===== src/rtl/ahfp_pkg.sv =====
// Shared definitions for the ahfp floating-point datapath: format defaults,
// flag positions, op encodings, special-case codes and constant builders.
package ahfp_pkg;

    localparam int AHFP_EXP_W = 8;
    localparam int AHFP_MAN_W = 23;

    // Bit positions inside the 4-bit flag vector {invalid, overflow, underflow, inexact}
    localparam int FLAG_INVALID   = 3;
    localparam int FLAG_OVERFLOW  = 2;
    localparam int FLAG_UNDERFLOW = 1;
    localparam int FLAG_INEXACT   = 0;

    localparam logic AHFP_OP_ADD = 1'b0;
    localparam logic AHFP_OP_SUB = 1'b1;

    // Special-case outcome decided at unpack time and carried to the packer
    typedef enum logic [1:0] {
        SPC_NONE = 2'd0,
        SPC_NAN  = 2'd1,
        SPC_INF  = 2'd2
    } ahfp_spc_e;

    function automatic int ahfp_bias(input int exp_w);
        return (1 << (exp_w - 1)) - 1;
    endfunction

    // Canonical quiet NaN {0, all-ones, 1, 0...}, right-aligned in 64 bits
    function automatic logic [63:0] ahfp_qnan(input int exp_w, input int man_w);
        logic [63:0] v;
        v = '0;
        for (int i = 0; i < exp_w; i++) v[6'(man_w + i)] = 1'b1;
        v[6'(man_w - 1)] = 1'b1;
        return v;
    endfunction

    // Signed infinity, right-aligned in 64 bits
    function automatic logic [63:0] ahfp_inf(input logic sgn, input int exp_w, input int man_w);
        logic [63:0] v;
        v = '0;
        for (int i = 0; i < exp_w; i++) v[6'(man_w + i)] = 1'b1;
        v[6'(exp_w + man_w)] = sgn;
        return v;
    endfunction

endpackage


===== src/rtl/ahfp_lzc.sv =====
// Leading-zero counter; an all-zero input returns W.
module ahfp_lzc #(
    parameter int W = 27,
    localparam int CW = $clog2(W + 1)
) (
    input  logic [W-1:0]  din,
    output logic [CW-1:0] cnt
);

    // Scan upward so the highest set bit is the last one to win
    always_comb begin
        cnt = CW'(W);
        for (int i = 0; i < W; i++) begin
            if (din[i]) cnt = CW'(W - 1 - i);
        end
    end

endmodule


===== src/rtl/ahfp_add_sub_pipe.sv =====
// Four-stage IEEE-754 adder/subtractor with runtime op select, valid/ready
// handshake under a single global stall, and a tag carried with each op.
// Stages: S1 unpack/swap/align, S2 magnitude add/sub, S3 normalise, S4 round/pack.
module ahfp_add_sub_pipe
    import ahfp_pkg::*;
#(
    parameter int EXP_W   = AHFP_EXP_W,
    parameter int MAN_W   = AHFP_MAN_W,
    parameter int TAG_W   = 4,
    parameter int LATENCY = 4
) (
    input  logic                   clk,
    input  logic                   reset_n,
    input  logic                   in_valid,
    output logic                   in_ready,
    input  logic                   in_op,
    input  logic [TAG_W-1:0]       in_tag,
    input  logic [EXP_W+MAN_W:0]   dataa,
    input  logic [EXP_W+MAN_W:0]   datab,
    output logic                   out_valid,
    input  logic                   out_ready,
    output logic [EXP_W+MAN_W:0]   result,
    output logic [TAG_W-1:0]       out_tag,
    output logic [3:0]             out_flags
);

    localparam int FW   = 1 + EXP_W + MAN_W;   // packed float width
    localparam int MW   = MAN_W + 4;           // hidden + fraction + guard/round/sticky
    localparam int EW   = EXP_W + 2;           // signed working exponent
    localparam int LZ_W = $clog2(MW + 1);

    localparam logic [63:0]   QNAN64 = ahfp_qnan(EXP_W, MAN_W);
    localparam logic [63:0]   INF64  = ahfp_inf(1'b0, EXP_W, MAN_W);
    localparam logic [EW-1:0] EMAX   = EW'((1 << EXP_W) - 1);

    if (LATENCY != 4) begin : g_latency_check
        $error("ahfp_add_sub_pipe: LATENCY must be 4");
    end

    typedef struct packed {
        logic [TAG_W-1:0] tag;
        ahfp_spc_e        spc;
        logic             spc_s;     // sign of a special Inf result
        logic             sgn;       // sign of the larger operand
        logic             eff_sub;
        logic [EXP_W-1:0] exp;
        logic [MW-1:0]    mb;        // larger magnitude
        logic [MW-1:0]    ms;        // smaller magnitude, aligned, sticky in bit 0
    } s1_t;

    typedef struct packed {
        logic [TAG_W-1:0] tag;
        ahfp_spc_e        spc;
        logic             spc_s;
        logic             sgn;
        logic             eff_sub;
        logic [EXP_W-1:0] exp;
        logic [MW:0]      sum;       // one extra bit for the carry-out
    } s2_t;

    typedef struct packed {
        logic [TAG_W-1:0] tag;
        ahfp_spc_e        spc;
        logic             spc_s;
        logic             sgn;
        logic             zero;      // exact zero magnitude
        logic [EW-1:0]    exp;       // two's complement
        logic [MW-1:0]    man;       // hidden bit at MW-1
    } s3_t;

    logic [LATENCY:1] vld_pipe_q, vld_pipe_d;
    s1_t              s1_q, s1_d;
    s2_t              s2_q, s2_d;
    s3_t              s3_q, s3_d;
    logic [FW-1:0]    result_q, result_d;
    logic [TAG_W-1:0] tag_q, tag_d;
    logic [3:0]       flags_q, flags_d;
    logic             adv;

    // S1 working signals
    logic                   a_s, b_es, a_nz, b_nz, a_nan, b_nan, a_inf, b_inf, swap;
    logic [EXP_W-1:0]       a_e, b_e, e_small, d;
    logic [MAN_W-1:0]       a_f, b_f;
    logic [MW-1:0]          a_m, b_m, m_small;
    logic [EXP_W+MAN_W-1:0] a_key, b_key;
    logic [2*MW-1:0]        wide;

    // S3/S4 working signals
    logic [LZ_W-1:0]        lz;
    logic [MAN_W:0]         kept;
    logic [MAN_W+1:0]       rounded;
    logic                   rnd_up, inexact;
    logic [EW-1:0]          e_r;

    assign out_valid = vld_pipe_q[LATENCY];
    assign adv       = !out_valid || out_ready;
    assign in_ready  = adv;
    assign result    = result_q;
    assign out_tag   = tag_q;
    assign out_flags = flags_q;

    // Valid bits advance as one shift register under the global enable
    always_comb begin
        vld_pipe_d = {vld_pipe_q[LATENCY-1:1], in_valid};
    end

    // S1: classify, flush subnormals, order by magnitude and align the smaller operand
    always_comb begin
        a_s   = dataa[FW-1];
        a_e   = dataa[FW-2:MAN_W];
        a_f   = dataa[MAN_W-1:0];
        b_es  = datab[FW-1] ^ (in_op == AHFP_OP_SUB);
        b_e   = datab[FW-2:MAN_W];
        b_f   = datab[MAN_W-1:0];
        a_nz  = |a_e;
        b_nz  = |b_e;
        a_nan = (&a_e) && (|a_f);
        b_nan = (&b_e) && (|b_f);
        a_inf = (&a_e) && !(|a_f);
        b_inf = (&b_e) && !(|b_f);
        a_m   = a_nz ? {1'b1, a_f, 3'b000} : '0;
        b_m   = b_nz ? {1'b1, b_f, 3'b000} : '0;
        a_key = a_nz ? {a_e, a_f} : '0;
        b_key = b_nz ? {b_e, b_f} : '0;
        swap  = b_key > a_key;

        s1_d         = '0;
        s1_d.tag     = in_tag;
        s1_d.eff_sub = a_s ^ b_es;
        s1_d.sgn     = swap ? b_es : a_s;
        s1_d.exp     = swap ? b_e : a_e;
        s1_d.mb      = swap ? b_m : a_m;
        m_small      = swap ? a_m : b_m;
        e_small      = swap ? a_e : b_e;
        d            = s1_d.exp - e_small;

        // Beyond MW-2 positions the whole smaller operand collapses into sticky
        wide = '0;
        if (int'(d) >= MW - 1) begin
            s1_d.ms = {{(MW-1){1'b0}}, |m_small};
        end else begin
            wide    = {m_small, {MW{1'b0}}} >> d;
            s1_d.ms = wide[2*MW-1:MW] | {{(MW-1){1'b0}}, |wide[MW-1:0]};
        end

        if (a_nan || b_nan || (a_inf && b_inf && (a_s != b_es))) begin
            s1_d.spc = SPC_NAN;
        end else if (a_inf || b_inf) begin
            s1_d.spc   = SPC_INF;
            s1_d.spc_s = a_inf ? a_s : b_es;
        end
    end

    // S2: magnitude add or subtract; ordering guarantees a non-negative difference
    always_comb begin
        s2_d         = '0;
        s2_d.tag     = s1_q.tag;
        s2_d.spc     = s1_q.spc;
        s2_d.spc_s   = s1_q.spc_s;
        s2_d.sgn     = s1_q.sgn;
        s2_d.eff_sub = s1_q.eff_sub;
        s2_d.exp     = s1_q.exp;
        s2_d.sum     = s1_q.eff_sub ? ({1'b0, s1_q.mb} - {1'b0, s1_q.ms})
                                    : ({1'b0, s1_q.mb} + {1'b0, s1_q.ms});
    end

    ahfp_lzc #(.W(MW)) u_lzc (
        .din (s2_q.sum[MW-1:0]),
        .cnt (lz)
    );

    // S3: normalise so the hidden bit sits at MW-1, folding lost bits into sticky
    always_comb begin
        s3_d       = '0;
        s3_d.tag   = s2_q.tag;
        s3_d.spc   = s2_q.spc;
        s3_d.spc_s = s2_q.spc_s;
        s3_d.zero  = ~|s2_q.sum;
        // Cancellation gives +0; only like-signed zeros keep a negative sign
        s3_d.sgn   = s3_d.zero ? (s2_q.sgn & ~s2_q.eff_sub) : s2_q.sgn;
        if (s2_q.sum[MW]) begin
            s3_d.man = {s2_q.sum[MW:2], s2_q.sum[1] | s2_q.sum[0]};
            s3_d.exp = {2'b00, s2_q.exp} + EW'(1);
        end else begin
            s3_d.man = s2_q.sum[MW-1:0] << lz;
            s3_d.exp = {2'b00, s2_q.exp} - EW'(lz);
        end
    end

    // S4: round to nearest even, then pack with range checks and special overrides
    always_comb begin
        kept     = s3_q.man[MW-1:3];
        inexact  = |s3_q.man[2:0];
        rnd_up   = s3_q.man[2] && (s3_q.man[1] || s3_q.man[0] || kept[0]);
        rounded  = {1'b0, kept} + (MAN_W+2)'(rnd_up);
        // A rounding carry leaves the fraction all-zero, so only the exponent moves
        e_r      = s3_q.exp + EW'(rounded[MAN_W+1]);
        tag_d    = s3_q.tag;
        flags_d  = '0;
        result_d = {s3_q.sgn, e_r[EXP_W-1:0], rounded[MAN_W-1:0]};

        if (s3_q.spc == SPC_NAN) begin
            result_d               = QNAN64[FW-1:0];
            flags_d[FLAG_INVALID]  = 1'b1;
        end else if (s3_q.spc == SPC_INF) begin
            result_d = {s3_q.spc_s, INF64[FW-2:0]};
        end else if (s3_q.zero) begin
            result_d = {s3_q.sgn, {(FW-1){1'b0}}};
        end else if (!e_r[EW-1] && (e_r >= EMAX)) begin
            result_d                = {s3_q.sgn, INF64[FW-2:0]};
            flags_d[FLAG_OVERFLOW]  = 1'b1;
            flags_d[FLAG_INEXACT]   = 1'b1;
        end else if (e_r[EW-1] || (e_r == '0)) begin
            result_d                = {s3_q.sgn, {(FW-1){1'b0}}};
            flags_d[FLAG_UNDERFLOW] = 1'b1;
            flags_d[FLAG_INEXACT]   = inexact;
        end else begin
            flags_d[FLAG_INEXACT]   = inexact;
        end
    end

    // All stages share one enable; reset drops every in-flight op
    always_ff @(posedge clk or negedge reset_n) begin
        if (!reset_n) begin
            vld_pipe_q <= '0;
            s1_q       <= '0;
            s2_q       <= '0;
            s3_q       <= '0;
            result_q   <= '0;
            tag_q      <= '0;
            flags_q    <= '0;
        end else if (adv) begin
            vld_pipe_q <= vld_pipe_d;
            s1_q       <= s1_d;
            s2_q       <= s2_d;
            s3_q       <= s3_d;
            result_q   <= result_d;
            tag_q      <= tag_d;
            flags_q    <= flags_d;
        end
    end

endmodule


===== config.mk =====
export PLATFORM = sky130hd
export DESIGN_NAME = ahfp_add_sub_pipe
export DESIGN_NICKNAME = d
export VERILOG_FILES = /design/src/rtl/ahfp_pkg.sv /design/src/rtl/ahfp_lzc.sv /design/src/rtl/ahfp_add_sub_pipe.sv
export SDC_FILE = /design/constraint.sdc
export NUM_CORES = 1
export LEC_CHECK = 0
export ABC_AREA = 1
export ABC_CLOCK_PERIOD_IN_PS = 6100
export CAP_MARGIN = 20
export CORE_MARGIN = 4
export CORE_UTILIZATION = 42
export CTS_CLUSTER_DIAMETER = 120
export CTS_CLUSTER_SIZE = 40
export DETAILED_ROUTE_END_ITERATION = 10
export GPL_ROUTABILITY_DRIVEN = 0
export PLACE_DENSITY = 0.72
export SYNTH_ARGS = -nofsm -noshare
export SYNTH_HDL_FRONTEND = slang
export SYNTH_SLANG_ARGS = --single-unit

===== constraint.sdc =====
create_clock -name clk -period 6.1 [get_ports clk]
set_clock_uncertainty 0.15 [all_clocks]
set_input_delay 0.61 -clock clk [delete_from_list [all_inputs] [get_ports clk]]
set_output_delay 0.61 -clock clk [all_outputs]
set_load 0.02 [all_outputs]

==> results.json, run 1 <==
{
  "setup_ws_ps": 587.6,
  "hold_buffers": 0,
  "syn2layout_area_growth_pct": 12.22,
  "period_needed_ps": 5512,
  "drtAntennaViolNets": 0,
  "r2r-start": "s3_q[2]$_DFFE_PN0P_",
  "startpoint": "dataa[29]",
  "htree_levels": 1,
  "critPathTopFamily": "simple AND/OR/NAND/NOR gates",
  "worstMarginPinSlew_ps": 1033,
  "die_y_um": 203.0,
  "firstDrtPassIters": 7,
  "place_ws_ps": -43.44,
  "slew_headroom": 0.3111,
  "portBuffers": 114,
  "coreArea_mm2": 0.03758,
  "syn_nets": 2555,
  "intPower_uw": 4332,
  "end_kind": "flop",
  "netlist.area_leader.share": 0.3180,
  "worst_path_max_delay_cell": "clkdlybuf4s50_1",
  "yosys_register_bits": 203,
  "cp.depth": 38,
  "antenna_found_initial": 0,
  "fin_tns_setup_ps": 0,
  "fill_cells": 3846,
  "grt_pass1_vias": 15735,
  "die_area_mm2": 0.04122,
  "synth.distinct_cells": 60,
  "p_leak_uw": 0.008689,
  "multiInputGateArea_mm2": 0.009469,
  "drive_gt1_frac": 0.04228,
  "io_pins": 115,
  "cts.clk_slew.worst_paths_ps": 140,
  "drt-initial-drc-count": 1742,
  "async_flop_share": 1.000,
  "dr_total_vias": 16717,
  "slowest_delay_ps": 490,
  "synth_most_common_cell": "nand2_1",
  "finalMaxSlewViolations": 0,
  "maxCapViolations": 0,
  "peakVddDrop_v": 0.0002179,
  "wl_per_cell_um": 16.59,
  "synth_common_cells": "647 x nand2_1, 299 x nand3_1, 246 x inv_1",
  "synthCells": 2415,
  "rsz0062_at_grt": "no",
  "p_comb_frac": 0.642,
  "tritoncts": "yes",
  "clkPwrFrac": 0.094,
  "antenna_cells": 0,
  "synthesis.area_mm2": 0.01598,
  "final_net_count": 2597,
  "num_rows": 71,
  "grt_pass1_wl_um": 79670,
  "finalSetupViolCount": 0,
  "dpl_cell_area_mm2": 0.01752,
  "max_freq_mhz": 181.4,
  "required_ps": 6360,
  "critPathKind": "input pin to flop",
  "outcome": "finished with violations",
  "synth_flop_cell": "dfrtp_1",
  "final_cells": 2971,
  "ys_seq_area_frac": 0.3180,
  "power.density_mw_per_mm2": 506.3,
  "syn_area_per_cell_um2": 6.616,
  "critPathBufInv": 6,
  "worst_path_most_repeated_cell": "nand2_1",
  "ys_warn_count": 0,
  "synth-edff-count": 0,
  "wl_um": 49290,
  "cts_sinks": 203,
  "die_x_um": 203.0,
  "initial_core_util": 0.4252,
  "start_kind": "input pin",
  "p_sw_uw": 4745,
  "cts-buffers-inserted": 10,
  "power_uw": 9077,
  "post-dp-hpwl_um": 38160,
  "hold-worst-slack_ps": -14.00,
  "cp.arrival_ps": 5770,
  "failed_checks": "negative hold slack",
  "hp-class": "input pin to async pin",
  "seq_area_mm2": 0.005080,
  "seqPwrFrac": 0.264,
  "root_buffer": "clkbuf_16",
  "vias_per_cell": 5.627,
  "grt_max_degree": 90,
  "synth_area_leaders": "dfrtp_1 32%, nand2_1 15%, nand3_1 9.4%",
  "dp_cells": 2954,
  "grt_usage": 0.2308,
  "grt-ovfl-total": 0,
  "yosysTopAreaCell": "dfrtp_1",
  "hold_viol": 35,
  "period_share": 0.9037,
  "clk_latency_ps": 500,
  "post-route-cell-area_mm2": 0.01793,
  "path_max_fanout": 32,
  "swShare": 0.5227,
  "reg2regPathDepth": 36,
  "cts_buffer_depth": 3,
  "drc_errors": 0
}
==> cells in the final DEF (no fill, tap or decap), types with 20 or more instances in the layout <==
master,instances
clkdlybuf4s50_1,113
o21a_1,20
nand3_1,299
inv_1,244
nor2_1,198
o22ai_1,21
ha_1,66
nor3_1,21
xor2_1,55
nand4_1,31
nand2_1,646
o21ai_0,173
buf_4,35
a21oi_1,122
o221ai_1,20
dfrtp_1,203
==> layer usage <==
layer | global-route usage | part of all wire | up-vias
li1 | - | - | 8086
met1 | 0.3065 | 0.42 | 7660
met2 | 0.3824 | 0.46 | 816
met3 | 0.02827 | 0.075 | 155
met4 | 0.09781 | 0.048 | 0
met5 | 0 | 0 | -
==> final timing paths <==
kind | to | slack [ps]
worst max-delay path | s1_q[0]$_DFFE_PN0P_ | 590
worst min-delay path | result[15]$_DFFE_PN0P_ | -10
worst max register to register | result[10]$_DFFE_PN0P_ | 830
worst min register to register | vld_pipe_q[4]$_DFFE_PN0P_ | 330
max in group asynchronous | s1_q[36]$_DFFE_PN0P_ | 4530
min in group clk | vld_pipe_q[4]$_DFFE_PN0P_ | 330
==> cell type report <==
cell class | instances | share of cell area
Clock buffer | 11 | 0.01535
Clock inverter | 4 | 0.004606
Inverter | 256 | 0.05395
Multi-Input combinational cell | 1836 | 0.5282
Sequential cell | 203 | 0.2833
Tap cell | 511 | 0.03566
Timing Repair Buffer | 149 | 0.07851
Timing Repair inverter | 1 | 0.0004187
==> logic make-up after synthesis <==
logic type,count (synthesis),share of synthesized area
buffers and inverters,376,0.09171
adder cells (fa/ha/maj),67,0.05294
AO/OA/AOI/OAI,434,0.1566
AND/OR/NAND/NOR,1268,0.3436
XOR/XNOR,67,0.03720
flip-flops,203,0.3180
==> registers in the layout, indices dropped and copies added, names as in the netlist <==
signal	count
out_flags	4
tag_d	4
out_tag	4
s2_q	45
result	32
vld_pipe_q	4
kept	24
s1_q	68
s3_q	18
==> worst register-to-register path, delay by kind of cell (launching register included) <==
| family | cells | cell delay [ps] |
|---|---|---|
| AND/OR/NAND/NOR | 23 | 2960 |
| buffers and inverters | 8 | 650 |
| adder cells (fa/ha/maj) | 3 | 570 |
| flip-flops | 1 | 420 |
| AO/OA/AOI/OAI | 1 | 260 |
| XOR/XNOR | 1 | 170 |
==> stage by stage <==
stage                     utilization  hold WS (ps)
after floorplan                     -         164.4
after CTS                      0.4758         7.066
final                          0.4771        -14.00
after global routing           0.4771         37.02
after detailed placement       0.4663         305.2
after global placement         0.4663         300.9
==> power by group through the flow <==
stage / registers [µW] / logic [µW] / clock network [µW]
floorplan: 2380 / 4090 / 0
global placement: 2390 / 5620 / 0
detailed placement: 2410 / 5730 / 0
CTS: 2380 / 5750 / 878
global route: 2460 / 6540 / 929
finish: 2390 / 5830 / 857
==> what timing repair did <==
action	CTS	global route
setup buffers	0	1
resized for setup	0	12
endpoints found under the setup margin	0	31
No activity file was read; power rests on OpenSTA's default activity.
==> run 2, diff against run 1 <==
--- a/config.mk
+++ b/config.mk
@@ -9,12 +9,11 @@
 export ABC_CLOCK_PERIOD_IN_PS = 6100
 export CAP_MARGIN = 20
 export CORE_MARGIN = 4
-export CORE_UTILIZATION = 42
+export CORE_UTILIZATION = 41
 export CTS_CLUSTER_DIAMETER = 120
 export CTS_CLUSTER_SIZE = 40
 export DETAILED_ROUTE_END_ITERATION = 10
-export GPL_ROUTABILITY_DRIVEN = 0
-export PLACE_DENSITY = 0.72
+export PLACE_DENSITY = 0.71
 export SYNTH_ARGS = -nofsm -noshare
 export SYNTH_HDL_FRONTEND = slang
 export SYNTH_SLANG_ARGS = --single-unit
==> results.json, run 2 (same netlist as run 1, synthesis figures left out) <==
{
  "die_y_um": 205.4,
  "die_x_um": 205.4,
  "swShare": 0.5278,
  "cts_setup_buffers": 0,
  "htree_levels": 1,
  "die_area_mm2": 0.04219,
  "outcome": "complete, no violations",
  "clk_latency_ps": 480,
  "r2r-start": "kept[0]$_DFFE_PN0P_",
  "antenna_cells": 0,
  "finalSetupViolCount": 0,
  "post-route-cell-area_mm2": 0.01800,
  "wl_per_cell_um": 17.20,
  "startpoint": "dataa[29]",
  "root_buffer": "clkbuf_16",
  "p_leak_uw": 0.008719,
  "max_freq_mhz": 180.7,
  "period_needed_ps": 5535,
  "slowest_delay_ps": 510,
  "path_max_fanout": 18,
  "vias_per_cell": 5.520,
  "io_pins": 115,
  "power.density_mw_per_mm2": 502.5,
  "grt_max_degree": 155,
  "finalMaxSlewViolations": 0,
  "hold_viol": 0,
  "drive_gt1_frac": 0.04381,
  "num_rows": 72,
  "cts_buffer_depth": 3,
  "tritoncts": "yes",
  "syn2layout_area_growth_pct": 12.64,
  "dp_cells": 2970,
  "p_sw_uw": 4772,
  "required_ps": 6330,
  "antenna_found_initial": 0,
  "coreArea_mm2": 0.03856,
  "intPower_uw": 4270,
  "slew_headroom": 0.2612,
  "peakVddDrop_v": 0.0002712,
  "largest_reg_flops": 68,
  "cp.arrival_ps": 5760,
  "worstMarginPinSlew_ps": 1107,
  "drt-initial-drc-count": 1615,
  "cts_sinks": 203,
  "post-dp-hpwl_um": 39690,
  "period_share": 0.9073,
  "cts.clk_slew.worst_paths_ps": 130,
  "end_kind": "flop",
  "critPathKind": "input pin to flop",
  "grt_pass1_wl_um": 82100,
  "portBuffers": 114,
  "r2r_slack_ps": 710,
  "final_cells": 2983,
  "drc_errors": 0,
  "worst_path_max_delay_cell": "clkdlybuf4s50_1",
  "dpl_cell_area_mm2": 0.01768,
  "drtAntennaViolNets": 0,
  "dr_total_vias": 16465,
  "layout_common_cells": "646 x nand2_1, 299 x nand3_1, 244 x inv_1, 203 x dfrtp_1, 198 x nor2_1",
  "clkPwrFrac": 0.081,
  "initial_core_util": 0.4144,
  "firstDrtPassIters": 6,
  "grt_usage": 0.2372,
  "regMostFlops": "s1_q",
  "maxCapViolations": 0,
  "worst_path_most_repeated_cell": "nand2_1",
  "p_comb_frac": 0.652,
  "hold-worst-slack_ps": 330.1,
  "power_uw": 9042,
  "hold_start": "vld_pipe_q[3]$_DFFE_PN0P_",
  "grt-ovfl-total": 0,
  "fill_cells": 4013,
  "start_kind": "input pin",
  "cts-buffers-inserted": 9,
  "place_congestion": 0.9587,
  "rsz0062_at_grt": "no",
  "seqPwrFrac": 0.267,
  "final_net_count": 2605,
  "wl_um": 51300,
  "layout_commonest_cell": "nand2_1",
  "hp-class": "flop to flop",
  "grt_pass1_vias": 15452
}
run 2: critical path: cells and delay by family:
kind            cells  cell delay (ps)
compound gates      2              430
xor+xnor            1              140
fa+ha+maj           2              340
buf+inv             8             1770
simple gates       19             2450
run 2: final cells by class:
| type | instances | area [µm²] | share of cell area |
|---|---|---|---|
| timing repair buffer | 158 | 1553 | 0.08628 |
| timing repair inverter | 1 | 7.507 | 0.0004172 |
| sequential | 203 | 5080 | 0.2823 |
| clock buffer | 9 | 225.2 | 0.01251 |
| multi-input combinational | 1836 | 9469 | 0.5262 |
| tap | 518 | 648.1 | 0.03601 |
| inverter | 256 | 967.2 | 0.05374 |
| clock inverter | 2 | 46.29 | 0.002572 |
run 2: what timing repair did:
| item | in CTS | in global routing |
|---|---|---|
| hold buffers | 1 | 0 |
| setup endpoints to repair | 0 | 48 |
| endpoints found under the hold margin | 49 | 0 |
| gates resized for setup | 0 | 11 |
run 2: worst paths after layout:
path	endpoint	cells after the start
worst max register to register	result[8]$_DFFE_PN0P_	32
worst max-delay path	s1_q[3]$_DFFE_PN0P_	32
worst min register to register	vld_pipe_q[4]$_DFFE_PN0P_	1
max in group asynchronous	s1_q[1]$_DFFE_PN0P_	3
worst min-delay path	vld_pipe_q[4]$_DFFE_PN0P_	1
min in group asynchronous	result[12]$_DFFE_PN0P_	2
run 2: power groups by stage:
stage | registers (µW) | clock network [µW] | logic (µW)
2_1_floorplan | 2380 | 0 | 4090
3_3_place_gp | 2410 | 0 | 5750
3_5_place_dp | 2430 | 0 | 5820
4_1_cts | 2400 | 756 | 5850
5_1_grt | 2480 | 806 | 6610
6_report | 2410 | 737 | 5900
run 2: per-layer routing:
| layer | wire, µm | GRT usage |
|---|---|---|
| met5 | 0 | 0 |
| met4 | 1857 | 0.07057 |
| met3 | 2963 | 0.01939 |
| met2 | 23680 | 0.3993 |
| met1 | 22790 | 0.3274 |
run 2: stage by stage:
step             util  setup WS, ps  setup TNS (ps)
2_1_floorplan       -          1234               0
3_3_place_gp   0.4584         121.1               0
3_5_place_dp   0.4584        -19.31          -19.31
4_1_cts        0.4657         175.5               0
5_1_grt        0.4667         35.51               0
6_report       0.4667         565.2               0
